**src/rtl/kpn_pkg.sv**
```systemverilog
// Shared constants and types for the KPN channel read engine.
package kpn_pkg;

  localparam int BITS_NUMBER_DEF = 16;
  localparam int COUNT_BITS_DEF  = 16;

  typedef enum logic [1:0] {
    OCC_EMPTY = 2'd0,
    OCC_ONE   = 2'd1,
    OCC_FULL  = 2'd2
  } occ_e;

  // Buffer slots committed after this edge: held tokens plus the returning read, minus the one leaving.
  function automatic logic [2:0] credits_used(occ_e occ, logic inflight, logic pop);
    return {1'b0, occ} + {2'b00, inflight} - {2'b00, pop};
  endfunction

endpackage

```
**src/rtl/kpn_fifo_reader_if.sv**
```systemverilog
// FIFO read port plus consumer valid/ready channel of the KPN reader.
interface kpn_fifo_reader_if
  import kpn_pkg::*;
#(
  parameter int BITS_NUMBER = BITS_NUMBER_DEF
);
  logic                   fifo_rd;
  logic                   fifo_empty;
  logic [BITS_NUMBER-1:0] fifo_data;
  logic [BITS_NUMBER-1:0] token_data;
  logic                   token_valid;
  logic                   token_ready;

  modport master (
    output fifo_rd, token_data, token_valid,
    input  fifo_empty, fifo_data, token_ready
  );

  modport slave (
    input  fifo_rd, token_data, token_valid,
    output fifo_empty, fifo_data, token_ready
  );
endinterface

```
**src/rtl/kpn_skid_buffer.sv**
```systemverilog
// Two-entry head/tail token buffer presenting the head on a valid/ready port.
module kpn_skid_buffer
  import kpn_pkg::*;
#(
  parameter int W = BITS_NUMBER_DEF
) (
  input  logic         clk,
  input  logic         reset,
  input  logic         push_i,
  input  logic [W-1:0] data_i,
  input  logic         ready_i,
  output logic [W-1:0] data_o,
  output logic         valid_o,
  output occ_e         occ_o
);

  occ_e         occ_q, occ_d;
  logic [W-1:0] head_q, head_d;
  logic [W-1:0] tail_q, tail_d;
  logic         pop;

  assign valid_o = (occ_q != OCC_EMPTY);
  assign data_o  = head_q;
  assign occ_o   = occ_q;
  assign pop     = valid_o & ready_i;

  always_comb begin
    occ_d  = occ_q;
    head_d = head_q;
    tail_d = tail_q;
    case (occ_q)
      OCC_EMPTY: begin
        if (push_i) begin
          head_d = data_i;
          occ_d  = OCC_ONE;
        end
      end
      OCC_ONE: begin
        case ({push_i, pop})
          2'b11: head_d = data_i;
          2'b10: begin
            tail_d = data_i;
            occ_d  = OCC_FULL;
          end
          2'b01: occ_d = OCC_EMPTY;
          default: ;
        endcase
      end
      OCC_FULL: begin
        // The credit rule keeps push without pop from ever landing here.
        if (pop) begin
          head_d = tail_q;
          if (push_i) tail_d = data_i;
          else        occ_d  = OCC_ONE;
        end
      end
      default: occ_d = OCC_EMPTY;
    endcase
  end

  always_ff @(posedge clk) begin
    if (reset) begin
      occ_q  <= OCC_EMPTY;
      head_q <= '0;
      tail_q <= '0;
    end else begin
      occ_q  <= occ_d;
      head_q <= head_d;
      tail_q <= tail_d;
    end
  end

endmodule

```
**src/rtl/kpn_fifo_reader.sv**
```systemverilog
// Blocking-read engine: credit-gated FIFO reads into a skid buffer, plus channel statistics.
module kpn_fifo_reader
  import kpn_pkg::*;
#(
  parameter int BITS_NUMBER = BITS_NUMBER_DEF,
  parameter int COUNT_BITS  = COUNT_BITS_DEF
) (
  input  logic                  clk,
  input  logic                  reset,
  input  logic                  enable,
  kpn_fifo_reader_if.master     bus,
  output logic [COUNT_BITS-1:0] tokens_read,
  output logic [COUNT_BITS-1:0] stall_cycles
);

  logic                   inflight_q, inflight_d;
  logic [COUNT_BITS-1:0]  tokens_q, tokens_d;
  logic [COUNT_BITS-1:0]  stall_q, stall_d;
  logic [BITS_NUMBER-1:0] head;
  logic                   valid;
  occ_e                   occ;
  logic                   pop;
  logic                   credit_ok;
  logic                   rd;
  logic                   stall_hit;

  assign pop       = valid & bus.token_ready;
  assign credit_ok = (credits_used(occ, inflight_q, pop) < 3'd2);
  assign rd        = enable & ~bus.fifo_empty & ~reset & credit_ok;
  assign stall_hit = enable & bus.fifo_empty & (occ != OCC_FULL);

  assign inflight_d = rd;
  assign tokens_d   = tokens_q + {{(COUNT_BITS-1){1'b0}}, pop};
  assign stall_d    = stall_q + {{(COUNT_BITS-1){1'b0}}, stall_hit};

  // Reset clears inflight, so data returning for a pre-reset read is never pushed.
  kpn_skid_buffer #(.W(BITS_NUMBER)) u_buf (
    .clk     (clk),
    .reset   (reset),
    .push_i  (inflight_q),
    .data_i  (bus.fifo_data),
    .ready_i (bus.token_ready),
    .data_o  (head),
    .valid_o (valid),
    .occ_o   (occ)
  );

  always_ff @(posedge clk) begin
    if (reset) begin
      inflight_q <= 1'b0;
      tokens_q   <= '0;
      stall_q    <= '0;
    end else begin
      inflight_q <= inflight_d;
      tokens_q   <= tokens_d;
      stall_q    <= stall_d;
    end
  end

  assign bus.fifo_rd     = rd;
  assign bus.token_data  = head;
  assign bus.token_valid = valid;
  assign tokens_read     = tokens_q;
  assign stall_cycles    = stall_q;

endmodule
```
**src/flat_wrapper.sv**
```systemverilog
// flat-port wrapper written by rule: the top's interface ports become plain ports
module kpn_fifo_reader_flat import kpn_pkg::*;
#(
  parameter int BITS_NUMBER = BITS_NUMBER_DEF,
  parameter int COUNT_BITS  = COUNT_BITS_DEF
)
  (clk, reset, enable, tokens_read, stall_cycles, bus_fifo_rd, bus_token_data, bus_token_valid, bus_fifo_empty, bus_fifo_data, bus_token_ready);
  kpn_fifo_reader_if #(.BITS_NUMBER(BITS_NUMBER)) bus_i ();
  input  logic clk;
  input  logic reset;
  input  logic enable;
  output logic [COUNT_BITS-1:0] tokens_read;
  output logic [COUNT_BITS-1:0] stall_cycles;
  output wire logic [$bits(bus_i.fifo_rd)-1:0] bus_fifo_rd;
  output wire logic [$bits(bus_i.token_data)-1:0] bus_token_data;
  output wire logic [$bits(bus_i.token_valid)-1:0] bus_token_valid;
  input wire logic [$bits(bus_i.fifo_empty)-1:0] bus_fifo_empty;
  input wire logic [$bits(bus_i.fifo_data)-1:0] bus_fifo_data;
  input wire logic [$bits(bus_i.token_ready)-1:0] bus_token_ready;
  assign bus_fifo_rd = bus_i.fifo_rd;
  assign bus_token_data = bus_i.token_data;
  assign bus_token_valid = bus_i.token_valid;
  assign bus_i.fifo_empty = bus_fifo_empty;
  assign bus_i.fifo_data = bus_fifo_data;
  assign bus_i.token_ready = bus_token_ready;
  kpn_fifo_reader #(.BITS_NUMBER(BITS_NUMBER), .COUNT_BITS(COUNT_BITS)) u_core (.clk(clk), .reset(reset), .enable(enable), .bus(bus_i), .tokens_read(tokens_read), .stall_cycles(stall_cycles));
endmodule
```
**config.mk**
```make
export PLATFORM = sky130hd
export DESIGN_NAME = kpn_fifo_reader_flat
export DESIGN_NICKNAME = d
export VERILOG_FILES = /design/src/rtl/kpn_pkg.sv /design/src/rtl/kpn_fifo_reader_if.sv /design/src/rtl/kpn_skid_buffer.sv /design/src/rtl/kpn_fifo_reader.sv /design/src/flat_wrapper.sv
export SDC_FILE = /design/constraint.sdc
export NUM_CORES = 1
export LEC_CHECK = 0
export ABC_AREA = 1
export BUFFER_PORTS_ARGS = -buffer_cell sky130_fd_sc_hd__buf_2
export CORE_UTILIZATION = 50
export DETAILED_ROUTE_END_ITERATION = 10
export GPL_TIMING_DRIVEN = 0
export PLACE_DENSITY_LB_ADDON = 0.05
export RECOVER_POWER = 25
export SLEW_MARGIN = 10
export SYNTH_ARGS = -nofsm -noshare
export SYNTH_HDL_FRONTEND = slang
export SYNTH_SLANG_ARGS = --single-unit
```
**constraint.sdc**
```tcl
create_clock -name clk -period 4.31 [get_ports clk]
set_clock_uncertainty 0.05 [all_clocks]
set_input_delay 0.2155 -clock clk [delete_from_list [all_inputs] [get_ports clk]]
set_output_delay 0.2155 -clock clk [all_outputs]
set_load 0.02 [all_outputs]
```
### Word level (Yosys, flattened, before mapping)

Index checks and enable logic that the tools add are counted.

* flip-flop bits (word level): 67

* magnitude comparators: 1
* bitwise gates (word level): 8
* multiplexer cells: 12
* eq/ne operators: 13
* add/subtract/negate cells: 4
* reductions and logical operators: 7

Operators by type and width (number)
* $mux 16: 5
* $pmux 16 s3: 1
* $add 16x1->16: 2
* $pmux 16 s2: 1
* $reduce_and 4->1: 3
* $ne 2x1->1 const B: 4
* $and 1x1->1: 6
* $eq 2x2->1 const B: 3
* $mux 2: 3
* $ne 2x2->1 const B: 3
* $pmux 2 s3: 1
* $eq 2x1->1 const B: 2
* $pmux 2 s2: 1
* $reduce_bool 2->1: 2
* $add 2x1->3: 1
* $lt 3x2->1 const B: 1
* $ne 3x2->1 const B: 1
* $reduce_bool 3->1: 1
* $sub 3x1->3: 1
* $logic_not 2->1: 1
* $not 1->1: 2

### Depth between registers and ports, before layout

Gate-level depths: netlist of the first run.

* depth after elaboration: 5
* gate-level depth with buffers: 12
* gate-level depth less buffers: 10

### Cells and area by module

Synthesis of the first run repeated with hierarchy kept, for this count alone.

* cell total of the unflattened synthesis: 520
* area, all modules: 3347.0 sq um

By module, submodules not included
* kpn_fifo_reader: seq. area each 660.6 sq um, cells an instance 254, times used 1, area an instance 1696.6 sq um
* kpn_skid_buffer: seq. area each 680.7 sq um, cells an instance 266, times used 1, area an instance 1650.3 sq um

### Worst setup path after synthesis of the first run

Ideal clock, no wire load.

* kind: reg-to-output
* start point: register u_core.u_buf.occ_q[1], in the netlist u_core.u_buf.occ_o[1]
* end point: output bus_fifo_rd
* stages on the path, launching flop included: 10
* data required time: 4.044 ns
* arrival time: 2.561 ns
* path slack: 1.483 ns
* cell sequence: dfxtp_1 buf_4 nor2_2 nor2_1 inv_1 ha_1 or2_2 fa_1 nand2_1 nor4_1

* longest elaborated chain between the ends: 5
* elaborated cells between the ends (all ways): 6
* classes of those cells: add/sub: 2; order compare: 1; bitwise: 2; reduce/logical: 1

RTL lines
* from (decl): line kpn_skid_buffer.sv:17 `occ_e occ_q, occ_d;`
* from (signal assigned): line kpn_skid_buffer.sv:63 `occ_q <= OCC_EMPTY;`
* from (signal assigned): line kpn_skid_buffer.sv:67 `occ_q <= occ_d;`
* parallel branches: the longest is 2 deep, another holds $add 2x1->3
* $sub 3x1->3 *: line kpn_pkg.sv:15 `return {1'b0, occ} + {2'b00, inflight} - {2'b00, pop};`
* $lt 3x2->1 *: line kpn_fifo_reader.sv:28 `assign credit_ok = (credits_used(occ, inflight_q, pop) < 3'd2);`
* $and 1x1->1 *: line kpn_fifo_reader.sv:29 `assign rd = enable & ~bus.fifo_empty & ~reset & credit_ok;`
* to (decl): line flat_wrapper.sv:14 `output wire logic [$bits(bus_i.fifo_rd)-1:0] bus_fifo_rd;`

Mark *: on every way between the ends.

### Worst setup path in the final report of the first run

Ends and elaborated chain as after synthesis.

==> results.toml, run 1 <==
[synthesis]
synthSimpleGateAreaFrac_pct = 31.98
mappedNetlistNets = 482
synth.area.mux_share_pct = 0
synth_top_family_by_area = "simple AND/OR/NAND/NOR gates"
synth_largest_area_cell = "dfxtp_1"
synthCells = 455
synth_ff_type = "dfxtp_1"
synth-compound-area-share_pct = 14.24
synthMostInstantiatedCell = "nand2_1"
async_flop_share_pct = 0
yosysWarningCount = 0
synth_fa_ha_area_share_pct = 2.519
synth_seq_cells = 67
synth_xor_area_share_pct = 1.069
synth-seq-area-share_pct = 40.92
synth_top_area_share_pct = 40.92
synth.distinct_cells = 35
yosys-top-cells-count = "nand2_1 (93), dfxtp_1 (67), nor2_1 (67), inv_1 (51), nand3_1 (26)"
syn_area_um2 = 3278
syn-mean-instance-area_um2 = 7.205
synthTopCellsByArea = "dfxtp_1 (41%), nand2_1 (11%), nor2_1 (7.7%)"
synth-edff-count = 0

[timing]
fmax_mhz = 318.6
slew_headroom_pct = 53.58
setup_tns_ns = 0
max_slew.worst_pin.slew_ns = 0.6963
finalMaxSlewViolations = 0
rsz0062_at_grt = "false"
fin_crit_sh_pct = 72.82
min_period_ns = 3.139
hold_viol = 0
worst_slack_ns = 1.171
finalSetupViolations = 0

[clock_tree]
cts.sinks = 67
post_cts_buffers = 0
clkLatencyLatePin_ns = 0.35
cts_buffer_depth = 2
ctsHtreeMaxLevel = 3
clock-root-buffer = "clkbuf_8"
post_cts_resized = 0
cts_tree = "done"
postCtsHoldBufs = 1
cts.clk_slew.worst_paths_ns = 0.07
cts_buffers = 9

[worst_setup_path]
critical-path-top-delay-family = "simple AND/OR/NAND/NOR gates"
required_ns = 4.04
crit_buf_inv = 3
worstPathMaxFanout = 7
cpPeakStageDelay_ns = 0.49
startpoint_type = "register"
endpoint_kind = "output pin"
worstSetupPathType = "register to output pin"
worstPathArrival_ns = 2.87
crit_chain = "buf_4 > nor2_2 > nor2_1 > inv_1 > ha_1 > or2_2 > fa_1 > nand2_1 > nor4_1 > buf_2"
cp_slowest_cell = "fa_1"

[die]
rows = 29
core_area_um2 = 6350
die_x_um = 82.97
initial_utilization_pct = 51.63
ios = 71
die-area_um2 = 6884
die_h_um = 82.97

[finish]
area_delta_synth_final_pct = 17.71
fin_nets = 564
n_antenna_cell = 0
fin_cells = 619
layout-drive-gt1-share_pct = 20.11

[route]
drt_pass1_iterations = 5
drtIter0Drc = 116
vias = 3060
drt_wl_total_um = 7356
drc = 0
antenna_left = 0
via_per_inst = 4.943
wl_per_cell_um = 11.88

[global_route]
first_global_vias = 2664
grt_max_degree = 12
gr-total-overflow = 0
track_usage_pct = 22.24
grt_pass1_wl_um = 12290
antenna_found_initial = 0

[placed_design]
dp_slack_ns = 1.520
port_buffers = 70
hpwl_um = 5357
gp_congestion = 0.8444
dp_cells = 602

[run_status]
status = "completed"

[flow_run]
cap_viol_max_count = 0

[worst_hold_path]
hp-class = "primary input to register"

[power_and_ir_drop]
p_total_mw = 1.876
ir_worst_vdd_uv = 350.5
power-per-cell-area_nw_per_um2 = 486.2
power_leakage_nw = 1.568
==> logic make-up after synthesis <==
group,Yosys count
xor gates and xnor gates,4
adders and majority gates,6
and+or+nand+nor,228
buffers and inverters,71
DFF,67
AOI/OAI and AO/OA,79
==> sequential cells by signal, summed over array words and instances, names as in the netlist <==
name                 cells
u_core.u_buf.data_o     16
u_core.u_buf.tail_q     16
u_core.tokens_read      16
u_core.inflight_q        1
u_core.stall_cycles     16
u_core.u_buf.occ_o       2
==> path summary, 6_finish.rpt <==
path / startpoint / to / slack, ns / cells past startpoint
max: u_core.u_buf.occ_o[1] / bus_fifo_rd / 1.17 / 10
min: bus_fifo_data[11] / u_core.u_buf.tail_q[11] / 0.08 / 3
max reg2reg: u_core.u_buf.occ_o[1] / u_core.inflight_q / 1.91 / 9
min reg2reg: u_core.u_buf.tail_q[4] / u_core.u_buf.tail_q[4] / 0.41 / 2
==> cells in the final DEF (no fill, tap or decap), types with 2 or more instances in the layout <==
cell	Yosys	routed
o21ai_0	20	20
o21ai_4	2	2
nor4_1	2	2
dfxtp_1	67	67
buf_4	2	2
nand3_1	26	26
ha_1	5	5
nor3_1	4	4
inv_1	51	51
xor2_1	2	2
clkbuf_8	0	9
inv_2	3	3
nor2_2	12	12
a21oi_2	10	10
nor2_1	67	67
o21ai_1	19	19
buf_2	4	45
a21oi_1	24	24
nand4_1	6	6
o21a_1	2	2
clkbuf_1	6	36
clkinv_2	0	5
xnor2_1	2	2
nand3_2	10	10
buf_6	3	3
nand2_4	3	3
nand2_1	93	93
==> layout make-up <==
cell class | instances | area (um^2)
Tap cell | 77 | 96.34
Clock buffer | 10 | 127.6
Inverter | 55 | 209.0
Multi-Input combinational cell | 317 | 1633
Clock inverter | 6 | 32.53
Timing Repair Buffer | 71 | 324.1
Buffer | 16 | 95.09
Sequential cell | 67 | 1341
Fill cell | 657 | 2491
==> per-layer routing <==
layer | global-route usage, % | up-vias | part of all wire (%)
met3 | 3.678 | 10 | 2.7
met1 | 28.89 | 1377 | 50
met4 | 10.82 | 0 | 2.0
li1 | - | 1619 | -
met2 | 35.92 | 54 | 45
met5 | 0 | - | 0
==> worst min-delay path: stages <==
cell and delay [ns]:
buf_2 0.11, nand3_2 0.07, a21oi_2 0.04
==> metrics by stage <==
stage / hold WS, ns / util [%] / instance area [um^2]
after floorplan: 0.2434 / - / 3278
after global placement: 0.3678 / 58.66 / 3725
after detailed placement: 0.3657 / 58.66 / 3725
after CTS: 0.06230 / 61.34 / 3895
after global routing: 0.07202 / 60.77 / 3859
final: 0.07621 / 60.77 / 3859
==> where the power goes <==
part,internal [mW],leakage [nW],total [mW],switching (mW)
clock,0.203,0.0856,0.444,0.241
sequential,0.704,0.542,0.759,0.0551
combinational,0.219,0.940,0.673,0.454
Note: power is estimated with default switching activity, not from simulation.
==> inputs of run 2 (changes only) <==
- ABC_AREA: 1 -> 0
- clock period: 4.31 -> 2.9 ns (I/O delays scaled with it)
==> run 2 against run 1 <==
Power fell by 5.0%. Cell area fell by 9.0%. Register-to-register slack got worse by 1.7 ns. Critical path type unchanged. Critical endpoint unchanged. Largest cell class unchanged.
==> results.toml, run 2 <==
[run_status]
status = "completed"

[die]
die-area_um2 = 6114
ios = 71
die_h_um = 78.20
initial_utilization_pct = 52.39
core_area_um2 = 5540
die_x_um = 78.20
rows = 27

[synthesis]
synthTopCellsByArea = "dfxtp_1 (46%), mux2i_1 (11%), nor2_1 (7.6%)"
synth-edff-count = 0
synth.distinct_cells = 37
yosysWarningCount = 0
synthSimpleGateAreaFrac_pct = 21.77
synth.area.mux_share_pct = 11.42
synth_fa_ha_area_share_pct = 2.845
synth_top_area_share_pct = 46.21
yosys-top-cells-count = "dfxtp_1 (67), nor2_1 (59), mux2i_1 (32), a211oi_1 (17), xnor2_1 (13)"
async_flop_share_pct = 0
synth_ff_type = "dfxtp_1"
synth_xor_area_share_pct = 7.241
synthCells = 306
mappedNetlistNets = 333
synth-compound-area-share_pct = 7.112
syn-mean-instance-area_um2 = 9.486
synth-seq-area-share_pct = 46.21
synthMostInstantiatedCell = "dfxtp_1"
syn_area_um2 = 2903
synth_largest_area_cell = "dfxtp_1"
synth_top_family_by_area = "simple AND/OR/NAND/NOR gates"
synth_seq_cells = 67

[placed_design]
hpwl_um = 4202
dpl_cell_area_um2 = 3343
gp_congestion = 0.7882
dp_slack_ns = 0.3260
port_buffers = 70

[clock_tree]
cts.sinks = 67
postCtsHoldBufs = 3
post_cts_buffers = 0
cts_buffer_depth = 2
clock-root-buffer = "clkbuf_8"
post_cts_resized = 0
cts_tree = "done"
cts.clk_slew.worst_paths_ns = 0.07
ctsHtreeMaxLevel = 3
cts_buffers = 9
clkLatencyLatePin_ns = 0.34

[route]
drtIter0Drc = 67
drt_wl_total_um = 6046
drc = 0
vias = 2393
via_per_inst = 5.124
wl_per_cell_um = 12.95
antenna_left = 0
drt_pass1_iterations = 4

[global_route]
antenna_found_initial = 0
gr-total-overflow = 0
grt_max_degree = 11
grt_pass1_wl_um = 9991
first_global_vias = 2198
track_usage_pct = 21.03

[finish]
fillers = 530
layout-drive-gt1-share_pct = 16.20
fin_nets = 417
seqCellArea_um2 = 1341
area_delta_synth_final_pct = 20.91
final_common_cell = "dfxtp_1"
multi_input_area_um2 = 1463
stdcell_area_um2 = 3510
mostFrequentLayoutCells = "dfxtp_1 (67), nor2_1 (59), buf_2 (44)"
n_antenna_cell = 0

[worst_setup_path]
endpoint_kind = "output pin"
worstPathMaxFanout = 9
critical-path-top-delay-family = "simple AND/OR/NAND/NOR gates"
required_ns = 2.71
worstSetupPathType = "register to output pin"
crit_chain = "or2_2 > nand2_1 > ha_1 > nand2b_1 > fa_1 > nand4bb_1 > nor2_1 > buf_2"
crit_start = "u_core.u_buf.occ_o[1]"
r2r-start = "u_core.u_buf.occ_o[0]"
cpPeakStageDelay_ns = 0.49
startpoint_type = "register"
worstPathArrival_ns = 2.48
cp_slowest_cell = "fa_1"
crit_buf_inv = 1

[timing]
setup_tns_ns = 0
finalSetupViolations = 0
rsz0062_at_grt = "false"
slew_headroom_pct = 63.01
fin_crit_sh_pct = 92.22
hold_viol = 0
worst_slack_ns = 0.2257
fmax_mhz = 373.9
min_period_ns = 2.674
max_slew.worst_pin.slew_ns = 0.5549
finalMaxSlewViolations = 0

[power_and_ir_drop]
power-per-cell-area_nw_per_um2 = 508.1
ir_worst_vdd_uv = 309.2
power_leakage_nw = 1.429
p_total_mw = 1.783

[flow_run]
cap_viol_max_count = 0

[worst_hold_path]
hp-class = "primary input to register"
hp-start = "bus_fifo_data[5]"
## run 2: where the power goes
part / internal (mW) / switching (mW) / total [mW]
registers: 0.941 / 0.0131 / 0.954
logic: 0.0525 / 0.0864 / 0.139
clock network: 0.356 / 0.335 / 0.690
total: 1.35 / 0.434 / 1.78
## run 2: final cells by class
cell class / count / area share [%]
Tap cell: 72 / 2.567
Timing Repair Buffer: 73 / 9.804
Inverter: 3 / 0.3209
Clock inverter: 2 / 0.2852
Clock buffer: 14 / 4.635
Sequential cell: 67 / 38.22
Multi-Input combinational cell: 221 / 41.68
Buffer: 15 / 2.496
## run 2: worst paths after layout
| path | to | slack (ns) | depth (start not counted) |
|---|---|---|---|
| setup reg to reg | u_core.stall_cycles[14] | 0.26 | 10 |
| setup / recovery | bus_fifo_rd | 0.23 | 8 |
| hold / removal | u_core.u_buf.tail_q[5] | 0.01 | 3 |
| hold reg to reg | u_core.u_buf.tail_q[0] | 0.44 | 2 |
## run 2: cells by family after synthesis
group / after synthesis
compound gates: 30
simple gates: 128
flops: 67
mux: 33
buf+inv: 18
xor+xnor: 24
fa+ha+maj: 6
## run 2: routing by layer
layer / global-route usage (%) / share of wire [%] / up-vias
li1: - / - / 1224
met1: 26.14 / 48 / 1108
met4: 11.48 / 1.8 / 0
met3: 5.465 / 4.6 / 11
met5: 0 / 0 / -
met2: 33.16 / 46 / 50
## run 2: worst register-to-register path: stages, from the launching register on
cell	delay, ns
dfxtp_1	0.44
nand2b_1	0.16
buf_6	0.18
buf_4	0.23
and3_1	0.19
ha_1	0.16
ha_1	0.21
nand2_1	0.15
or3_1	0.35
or3_1	0.32
a21oi_1	0.13
## run 2: per-stage QoR
step           util, %  std cells  hold slack, ns
6_report         63.35        467        0.009680
5_1_grt          63.35        467        0.001356
4_1_cts          64.00        467        0.001029
3_5_place_dp     60.34        448          0.3575
3_3_place_gp     60.34        448          0.3440
2_1_floorplan        -        306          0.2421
==> inputs of run 3 (changes only) <==
- PLACE_DENSITY_LB_ADDON: 0.05 -> 0.12
==> run 3 against run 2 <==
Die area unchanged. Count of clock-buffer cells in the layout down 2. Largest power group unchanged. Flip-flop and latch count unchanged. Non-clock buffer count up 3. Register-to-register slack hardly changed. Hold slack worse by 0.00074 ns. Sequential share of layout area decreased by 0.27 points. Worst setup slack got worse by 0.0054 ns. Via count is 1.9% higher.
==> results.toml, run 3 (synthesis gave the netlist of run 2 again) <==
[run_status]
status = "completed"

[clock_tree]
ctsHtreeMaxLevel = 3
clkLatencyLatePin_ns = 0.34
cts.clk_slew.worst_paths_ns = 0.06
clock-root-buffer = "clkbuf_8"
cts.sinks = 67
cts_tree = "done"
cts_buffer_depth = 2
post_cts_buffers = 0
cts_buffers = 9

[flow_run]
cap_viol_max_count = 0

[timing]
finalMaxSlewViolations = 0
setup_tns_ns = 0
worst_slack_ns = 0.2203
slew_headroom_pct = 65.12
fmax_mhz = 373.2
finalSetupViolations = 0
min_period_ns = 2.680
rsz0062_at_grt = "false"
hold_viol = 0
fin_crit_sh_pct = 92.40
max_slew.worst_pin.slew_ns = 0.5232

[finish]
mostFrequentLayoutCells = "dfxtp_1 (67), nor2_1 (59), buf_2 (44)"
final_common_cell = "dfxtp_1"
fin_nets = 420
layout-drive-gt1-share_pct = 16.16
n_antenna_cell = 0
area_delta_synth_final_pct = 21.77
fillers = 523

[die]
die_x_um = 78.20
die_h_um = 78.20
rows = 27
initial_utilization_pct = 52.39
ios = 71
core_area_um2 = 5540
die-area_um2 = 6114

[route]
drtIter0Drc = 53
drt_pass1_iterations = 4
wl_per_cell_um = 12.76
via_per_inst = 5.212
vias = 2439
drt_wl_total_um = 5971
antenna_left = 0
drc = 0

[global_route]
track_usage_pct = 21.02
first_global_vias = 2084
gr-usage-met2_pct = 31.75
antenna_found_initial = 0
use_met3_pct = 6.279
grt_max_degree = 11
grt_pass1_wl_um = 9798
busiest_layer = "met2"
gr-total-overflow = 0
use_met1_pct = 26.93

[placed_design]
port_buffers = 70
dp_slack_ns = 0.2367
gp_congestion = 0.7659
hpwl_um = 4260

[worst_setup_path]
reg2regPathDepth = 10
worstPathArrival_ns = 2.48
rrSetupSlack_ns = 0.25
r2r-start = "u_core.u_buf.occ_o[0]"
startpoint_type = "register"
endpoint_kind = "output pin"
r2r_end = "u_core.stall_cycles[14]"
worstSetupPathType = "register to output pin"
worstPathMaxFanout = 9
required_ns = 2.71

[worst_hold_path]
hp-class = "primary input to register"
holdPathEnd = "u_core.u_buf.tail_q[6]"
whs_path_depth = 3
hp-start = "bus_fifo_data[6]"

[power_and_ir_drop]
power-per-cell-area_nw_per_um2 = 501.7
ir_worst_vdd_uv = 318.4
power_leakage_nw = 1.436
[run 3: through the flow]
stage	utilization [%]	cell area (um^2)	std cells	hold WS [ns]	total power, mW
6_report	63.80	3535	468	0.008938	1.773
4_1_cts	64.45	3571	468	0.00004491	1.797
3_5_place_dp	60.34	3343	448	0.3562	1.116
5_1_grt	63.80	3535	468	0.01075	1.852
2_1_floorplan	-	2903	306	0.2421	1.060
3_3_place_gp	60.34	3343	448	0.3435	1.113
[run 3: layer usage]
| layer | vias up | wire, um | part of all wire, % |
|---|---|---|---|
| met1 | 1125 | 2698 | 45 |
| met5 | - | 0 | 0 |
| met2 | 64 | 2815 | 47 |
| li1 | 1240 | - | - |
| met3 | 10 | 327 | 5.5 |
| met4 | 0 | 130 | 2.2 |
[run 3: repair_timing]
| item | 4_1_cts | 5_1_grt |
|---|---|---|
| hold buffers | 6 | 0 |
| gates resized for setup | 0 | 0 |
| endpoints found under the hold margin | 6 | 0 |
[run 3: power breakdown]
part	internal [mW]	switching, mW	leakage, nW	total, mW
sequential	0.941	0.0135	0.542	0.954
combinational	0.0552	0.0866	0.809	0.142
clock	0.346	0.331	0.0843	0.677
[run 3: layout make-up]
class                           instances  area [um^2]  area share, %
Multi-Input combinational cell        221         1463          41.38
Sequential cell                        67         1341          37.95
Timing Repair Buffer                   76        374.1          10.58
Clock buffer                           12        155.1          4.389
Tap cell                               72        90.09          2.549
Buffer                                 15        87.58          2.478
Clock inverter                          2        12.51         0.3540
Inverter                                3        11.26         0.3186
[run 3: worst max-delay path: stages (launching register included)]
cell,delay [ns]
dfxtp_1,0.40
or2_2,0.35
nand2_1,0.10
ha_1,0.22
nand2b_1,0.16
fa_1,0.49
nand4bb_1,0.12
nor2_1,0.13
buf_2,0.17
[run 3: worst max path at each step]
stage | end | from
after floorplan | u_core.stall_cycles[14] | u_core.u_buf.occ_o[0]
after global placement | u_core.stall_cycles[14] | u_core.u_buf.occ_o[0]
after detailed placement | u_core.stall_cycles[14] | u_core.u_buf.occ_o[0]
after CTS | bus_fifo_rd | u_core.u_buf.occ_o[1]
after global routing | u_core.stall_cycles[14] | u_core.u_buf.occ_o[0]
final | bus_fifo_rd | u_core.u_buf.occ_o[1]
